[src/rtl/obu_parse_sequencer.sv]
// -----------------------------------------------------------------------------
// obu_parse_sequencer
//
// Top-level sequencer for the OBU parsing pipeline. Runs the OBU header
// parser, latches the decoded type and payload size, then either hands the
// payload to one of three payload parsers (sequence header, frame header,
// tile group) or discards it with an internal byte-skip engine. The single
// bitstream word buffer is shared; this block multiplexes its pop/pad
// controls so only the active stage can drive it.
//
// Ports:
//   clk, rst_n            clock, asynchronous active-low reset
//   enable                level; while high, OBUs are parsed back-to-back
//   stream_valid          buffer holds a valid head word
//   stream_pop/pad/_len   buffer controls (pad length in bits, multiple of 8)
//   hdr_start             one-cycle start pulse to the header parser
//   hdr_done/pop/pad/...  header parser handshake, buffer requests, results
//   pl_start[2:0]         one-hot start: 0 seq header, 1 frame header, 2 tile group
//   pl_done/pop/pad/...   payload parser handshakes; pl_pad_len slice i = parser i
//   busy                  sequencer is not idle
//   cur_obu_type          latched type of the OBU in progress
//   obu_count             OBUs completed (parsed or skipped), wrapping
//   error                 sticky watchdog flag, cleared by dropping enable
// -----------------------------------------------------------------------------
module obu_parse_sequencer #(
  parameter int DATA_WIDTH = 32,
  parameter int TIMEOUT    = 4096
) (
  input  logic                            clk,
  input  logic                            rst_n,
  input  logic                            enable,
  input  logic                            stream_valid,
  output logic                            stream_pop,
  output logic                            stream_pad,
  output logic [$clog2(DATA_WIDTH)-1:0]   stream_pad_len,
  output logic                            hdr_start,
  input  logic                            hdr_done,
  input  logic                            hdr_pop,
  input  logic                            hdr_pad,
  input  logic [$clog2(DATA_WIDTH)-1:0]   hdr_pad_len,
  input  logic [3:0]                      hdr_obu_type,
  input  logic [31:0]                     hdr_obu_size,
  output logic [2:0]                      pl_start,
  input  logic [2:0]                      pl_done,
  input  logic [2:0]                      pl_pop,
  input  logic [2:0]                      pl_pad,
  input  logic [3*$clog2(DATA_WIDTH)-1:0] pl_pad_len,
  output logic                            busy,
  output logic [3:0]                      cur_obu_type,
  output logic [15:0]                     obu_count,
  output logic                            error
);

  localparam int          PW      = $clog2(DATA_WIDTH);
  localparam logic [31:0] BPW     = 32'(DATA_WIDTH / 8);  // bytes per word
  localparam logic [31:0] WD_LAST = 32'(TIMEOUT - 1);

  typedef enum logic [2:0] {
    S_IDLE,
    S_HDR_START,
    S_HDR_WAIT,
    S_DISPATCH,
    S_PL_WAIT,
    S_SKIP,
    S_ERR
  } state_t;

  state_t       state, state_nxt;
  logic [31:0]  remaining;   // payload bytes still to be consumed
  logic [31:0]  wdog;        // cycles spent in the current state
  logic [1:0]   sel;         // payload parser index chosen in DISPATCH

  logic         tgt_valid;
  logic [1:0]   tgt;
  logic         sel_done, sel_pop, sel_pad;
  logic [PW-1:0] sel_len;
  logic         skip_pop, skip_pad;
  logic [PW-1:0] skip_len;
  logic         wd_active, wd_expired, obu_done;
  logic         src_pop, src_pad;
  logic [PW-1:0] src_len;

  // Payload parser selection from the latched OBU type.
  always_comb begin
    // NOTE: every output of a combinational block gets a default first so a
    // missed case branch cannot infer a latch.
    tgt_valid = 1'b1;
    tgt       = 2'd0;
    case (cur_obu_type)
      4'd1:              tgt = 2'd0;
      4'd3, 4'd6, 4'd7:  tgt = 2'd1;
      4'd4:              tgt = 2'd2;
      default:           tgt_valid = 1'b0;
    endcase
  end

  // Handshake and buffer requests of the selected payload parser.
  always_comb begin
    sel_done = 1'b0;
    sel_pop  = 1'b0;
    sel_pad  = 1'b0;
    sel_len  = '0;
    case (sel)
      2'd0: begin
        sel_done = pl_done[0];
        sel_pop  = pl_pop[0];
        sel_pad  = pl_pad[0];
        sel_len  = pl_pad_len[PW-1:0];
      end
      2'd1: begin
        sel_done = pl_done[1];
        sel_pop  = pl_pop[1];
        sel_pad  = pl_pad[1];
        sel_len  = pl_pad_len[2*PW-1:PW];
      end
      2'd2: begin
        sel_done = pl_done[2];
        sel_pop  = pl_pop[2];
        sel_pad  = pl_pad[2];
        sel_len  = pl_pad_len[3*PW-1:2*PW];
      end
      default: ;
    endcase
  end

  // Skip engine: whole words while at least one word of payload remains,
  // then a single pad of the byte remainder. remaining < BPW whenever a pad
  // is issued, so remaining*8 always fits the pad length field.
  assign skip_pop = (state == S_SKIP) && stream_valid && (remaining >= BPW);
  assign skip_pad = (state == S_SKIP) && stream_valid && (remaining <  BPW);
  assign skip_len = PW'(remaining << 3);

  assign wd_active  = (state == S_HDR_WAIT) || (state == S_PL_WAIT) || (state == S_SKIP);
  assign wd_expired = (wdog == WD_LAST);

  // Next-state logic. A done in the expiry cycle takes priority over ERR.
  always_comb begin
    state_nxt = state;
    obu_done  = 1'b0;
    case (state)
      S_IDLE:      if (enable) state_nxt = S_HDR_START;
      S_HDR_START: state_nxt = S_HDR_WAIT;
      S_HDR_WAIT: begin
        if (hdr_done)        state_nxt = S_DISPATCH;
        else if (wd_expired) state_nxt = S_ERR;
      end
      S_DISPATCH: begin
        if (tgt_valid)             state_nxt = S_PL_WAIT;
        else if (remaining != '0)  state_nxt = S_SKIP;
        else                       obu_done  = 1'b1;
      end
      S_PL_WAIT: begin
        if (sel_done)        obu_done  = 1'b1;
        else if (wd_expired) state_nxt = S_ERR;
      end
      S_SKIP: begin
        if ((skip_pop && remaining == BPW) || skip_pad) obu_done  = 1'b1;
        else if (wd_expired)                            state_nxt = S_ERR;
      end
      S_ERR:       if (!enable) state_nxt = S_IDLE;
      default:     state_nxt = S_IDLE;
    endcase
    if (obu_done) state_nxt = enable ? S_HDR_START : S_IDLE;
  end

  // Buffer control mux, combinational from the state register so the active
  // stage's requests reach the buffer with no added latency.
  always_comb begin
    src_pop = 1'b0;
    src_pad = 1'b0;
    src_len = '0;
    case (state)
      S_HDR_WAIT: begin
        src_pop = hdr_pop;
        src_pad = hdr_pad;
        src_len = hdr_pad_len;
      end
      S_PL_WAIT: begin
        src_pop = sel_pop;
        src_pad = sel_pad;
        src_len = sel_len;
      end
      S_SKIP: begin
        src_pop = skip_pop;
        src_pad = skip_pad;
        src_len = skip_len;
      end
      default: ;
    endcase
  end

  // Pop wins over pad; the pad length is only meaningful alongside pad.
  assign stream_pop     = src_pop;
  assign stream_pad     = src_pad & ~src_pop;
  assign stream_pad_len = stream_pad ? src_len : '0;
  assign busy           = (state != S_IDLE);

  always_ff @(posedge clk or negedge rst_n) begin
    if (!rst_n) begin
      state        <= S_IDLE;
      remaining    <= '0;
      wdog         <= '0;
      sel          <= '0;
      cur_obu_type <= '0;
      obu_count    <= '0;
      error        <= 1'b0;
      hdr_start    <= 1'b0;
      pl_start     <= '0;
    end else begin
      // NOTE: state is updated with non-blocking assignments so every
      // register here samples the pre-edge values, matching the hardware.
      state <= state_nxt;

      if (state_nxt != state) wdog <= '0;
      else if (wd_active)     wdog <= wdog + 32'd1;

      if (state == S_HDR_WAIT && hdr_done) begin
        cur_obu_type <= hdr_obu_type;
        remaining    <= hdr_obu_size;
      end else if (skip_pop) begin
        remaining <= remaining - BPW;
      end else if (skip_pad) begin
        remaining <= '0;
      end

      if (state == S_DISPATCH) sel <= tgt;
      if (obu_done)            obu_count <= obu_count + 16'd1;

      // Starts are registered one-cycle pulses issued on leaving the
      // launching state.
      hdr_start <= (state == S_HDR_START);
      pl_start  <= (state == S_DISPATCH && tgt_valid) ? (3'b001 << tgt) : 3'b000;
      error     <= (state_nxt == S_ERR);
    end
  end

endmodule
[config.mk]
export PLATFORM = sky130hd
export DESIGN_NAME = obu_parse_sequencer
export DESIGN_NICKNAME = d
export VERILOG_FILES = /design/src/rtl/obu_parse_sequencer.sv
export SDC_FILE = /design/constraint.sdc
export NUM_CORES = 1
export LEC_CHECK = 0
export CAP_MARGIN = 10
export CORE_MARGIN = 2
export CORE_UTILIZATION = 53
export DETAILED_ROUTE_END_ITERATION = 16
export PLACE_DENSITY = 0.81
export SETUP_SLACK_MARGIN = 0.1
export SKIP_LAST_GASP = 1
export SLEW_MARGIN = 20
export SYNTH_ARGS = -nofsm -noshare
export SYNTH_HDL_FRONTEND = slang
export SYNTH_SLANG_ARGS = --single-unit
export TNS_END_PERCENT = 50
[constraint.sdc]
create_clock -name clk -period 3.2 [get_ports clk]
set_input_delay 0.32 -clock clk [delete_from_list [all_inputs] [get_ports clk]]
set_output_delay 0.32 -clock clk [all_outputs]
set_load 0.02 [all_outputs]
==> results by group <==
Outcome
  – Outcome: completed

Finish
  – Layout cells sized above 1: 0.187
  – N_diodes: 0
  – Nets@finish: 804
  – Fin cells: 868
  – Final core utilization: 0.716
  – Area growth syn-to-layout: 30.7%
  – Filler instances: 728

Route
  – Drt via density: 5.90
  – Vias: 5117
  – DRT Pass-1 Iters: 5
  – Routed length per instance: 16.9 microns
  – DRC violations left: 0
  – Final WL: 14700 microns
  – Number of routed nets with antenna violations: 0
  – Starting DRC count in detailed routing: 393

Yosys
  – Synth warn: 0
  – Mapped Area: 5660 sq um
  – EDFF count, synth: 0
  – Synth area leader: dfrtp_1
  – FFs w/ async S/R, synth: 1.00
  – Sequential area share after synthesis: 0.416
  – Synth Register Bits: 94
  – Post-synthesis area per instance: 9.52 sq um
  – Synth Flop Type: dfrtp_1
  – Library cells used by synthesis: 67
  – Top cells by area, synth: dfrtp_1 (42%), nor3_2 (5.5%), nand2_1 (5.1%)
  – Syn Nets: 671
  – Most frequent cell after synthesis: dfrtp_1
  – Post-synth top area share: 0.416
  – Synth top cells by count: dfrtp_1 (94), nand2_1 (77), nor2_1 (44)
  – Post-Syn Instances: 594

Worst setup path
  – CP max stage cell: dfrtp_1
  – Reg2reg end: wdog[10]
  – Reg2reg setup slack: 0.17 ns
  – Worst EP arrival: 2.84 ns
  – CP startpoint kind: flip-flop
  – CP max stage delay: 0.41 ns
  – Worst Reg-to-Reg Cells: 8
  – Critical path, cell by cell: inv_1 -> ha_2 -> nor3b_2 -> buf_4 -> nand3_2 -> nor4_4 -> a31oi_4 -> a221o_1 -> a21o_4 -> nor2_4 -> buf_4
  – Crit path max fanout: 6
  – CP most frequent cell: buf_4
  – CP Capture Type: primary output
  – Reg2reg start: wdog[15]
  – Worst setup path class: reg -> out
  – Req. time, crit path: 2.88 ns

Clock tree
  – Clk Latency, worst-skew pair: 0.37 ns
  – CTS Sinks: 94
  – CTS max path bufs: 2
  – CTS Buf Count: 9
  – CTS tree: done
  – Clock H-tree levels: 3
  – Root Buffer: clkbuf_8
  – Clock slew at reported path FFs: 0.10 ns

Global route
  – Largest net degree at the start of global routing: 48
  – Vias in the first global route: 5138
  – First-pass GRT wire length: 24400 microns
  – Gr ovfl total: 0
  – GR Util All Layers: 0.265
  – Initial antenna violation count: 0

Floorplanning
  – Die Height: 107 microns
  – Io pins: 105
  – Initial core utilization: 0.548
  – Core area: 10300 sq um
  – Die extent in x: 107 microns
  – Total Die Area: 11500 sq um
  – Row Count: 37

Place
  – Setup WS pre-CTS: -0.0355 ns
  – Port-buffer cells: 104
  – Final Wtd Congestion: 0.877
  – Cell count after placement: 848
  – DP HPWL: 10700 microns

STA
  – Tightest Pin Transition: 0.640 ns
  – Final worst setup slack: 0.0442 ns
  – Crit path time final: 3.16 ns
  – Ratio of final minimum period to clock period: 0.986
  – Final hold vios: 0
  – Max Slew Vio Count: 0
  – Skew final: 0.00882 ns
  – Max frequency: 317 MHz
  – Relative slew slack: 0.568
  – RSZ-0062 raised after global routing: true
  – Setup Viol. Count Final: 0
  – Hold Slack: 0.490 ns

Power
  – Max VDD drop: 425 uV
  – Pwr dens: 737 nW/um^2
  – Power Total: 5.45 mW
  – Leakage power: 2.91 nW

Job
  – Max-Cap Viols: 0

Min path
  – Hold Crit Start: obu_count[15]
  – Worst Hold Class: reg -> reg
  – Hold EP: obu_count[15]
  – Hold path depth: 1
per-stage QoR:
step,area [sq um],setup TNS [ns]
2_1_floorplan,5710,0
3_3_place_gp,7060,-0.0185
3_5_place_dp,7060,-0.149
4_1_cts,7330,-0.370
5_1_grt,7390,-0.151
6_report,7390,0
registers in the layout, summed over array words and instances, names as in the netlist:
signal	count
remaining	32
state	3
wdog	32
sel	2
pl_start	3
cur_obu_type	4
obu_count	16
hdr_start	1
error	1
power breakdown:
group	total (mW)	internal, mW	leakage, nW	switching [mW]
logic	2.67	1.18	1.54	1.49
clock network	0.986	0.547	0.127	0.439
registers	1.79	1.46	1.25	0.332
cell families after synthesis:
kind of cell,Yosys count,share of synthesized area
flops,94,0.416
simple gates,287,0.290
compound gates,106,0.139
xor+xnor,51,0.0790
buf+inv,38,0.0403
fa+ha+maj,5,0.0111
mux,13,0.0239
what timing repair did:
action / CTS / global route
hold buffers: 1 / 0
setup buffers: 0 / 3
hold endpoints to repair: 45 / 0
cloned: 0 / 0
pin swaps: 1 / 3
resized for setup: 41 / 11
endpoints found under the setup margin: 28 / 49
metal layers:
metal | GRT usage | vias to the layer above | routed length (microns)
met3 | 0.0369 | 24 | 872
met2 | 0.440 | 187 | 7080
met5 | 0 | - | 0
met4 | 0.108 | 0 | 302
li1 | - | 2416 | -
met1 | 0.350 | 2490 | 6400
cell usage in the layout, fill, tap and decap left out, types with 5 or more instances in the layout:
cell type,count
a21oi_1,7
a221o_1,10
a22oi_1,9
and3_1,6
buf_4,42
buf_6,5
clkbuf_8,10
clkdlybuf4s50_1,96
dfrtp_1,93
inv_1,11
mux2i_1,9
nand2_1,77
nand2b_1,6
nand3_1,23
nand4_1,10
nor2_1,39
nor2_4,6
nor3_1,29
nor3_2,31
nor3b_1,7
nor4_1,10
o211ai_1,8
o21ai_0,39
or3_1,8
xnor2_1,26
xor2_1,25
how the worst max path moves through the flow:
stage                              from                 to  slack [ns]  cells past startpoint
after global routing       remaining[3]  stream_pad_len[2]       -0.05                     11
after CTS                 remaining[19]  stream_pad_len[2]       -0.09                      8
after detailed placement  remaining[19]  stream_pad_len[2]       -0.04                      8
after floorplan           remaining[18]  stream_pad_len[0]        0.21                      8
final                      remaining[3]  stream_pad_len[2]        0.04                     11
after global placement    remaining[19]  stream_pad_len[2]       -0.01                      8
final cells by class:
class,instances,area [sq um],share of cell area
Sequential cell,94,2350,0.318
Timing Repair Buffer,148,1410,0.190
Clock buffer,10,138,0.0186
Tap cell,136,170,0.0230
Inverter,12,45.0,0.00609
Clock inverter,6,116,0.0157
Multi-Input combinational cell,462,3160,0.428
worst max-delay path: cells and delay by family, from the launching register on:
kind / cells / cell delay, ns
AOI/OAI and AO/OA: 3 / 0.70
adders and majority gates: 1 / 0.19
buffers and inverters: 3 / 0.38
DFF: 1 / 0.41
and+or+nand+nor: 4 / 0.78
(Power assumes the default switching activity.)
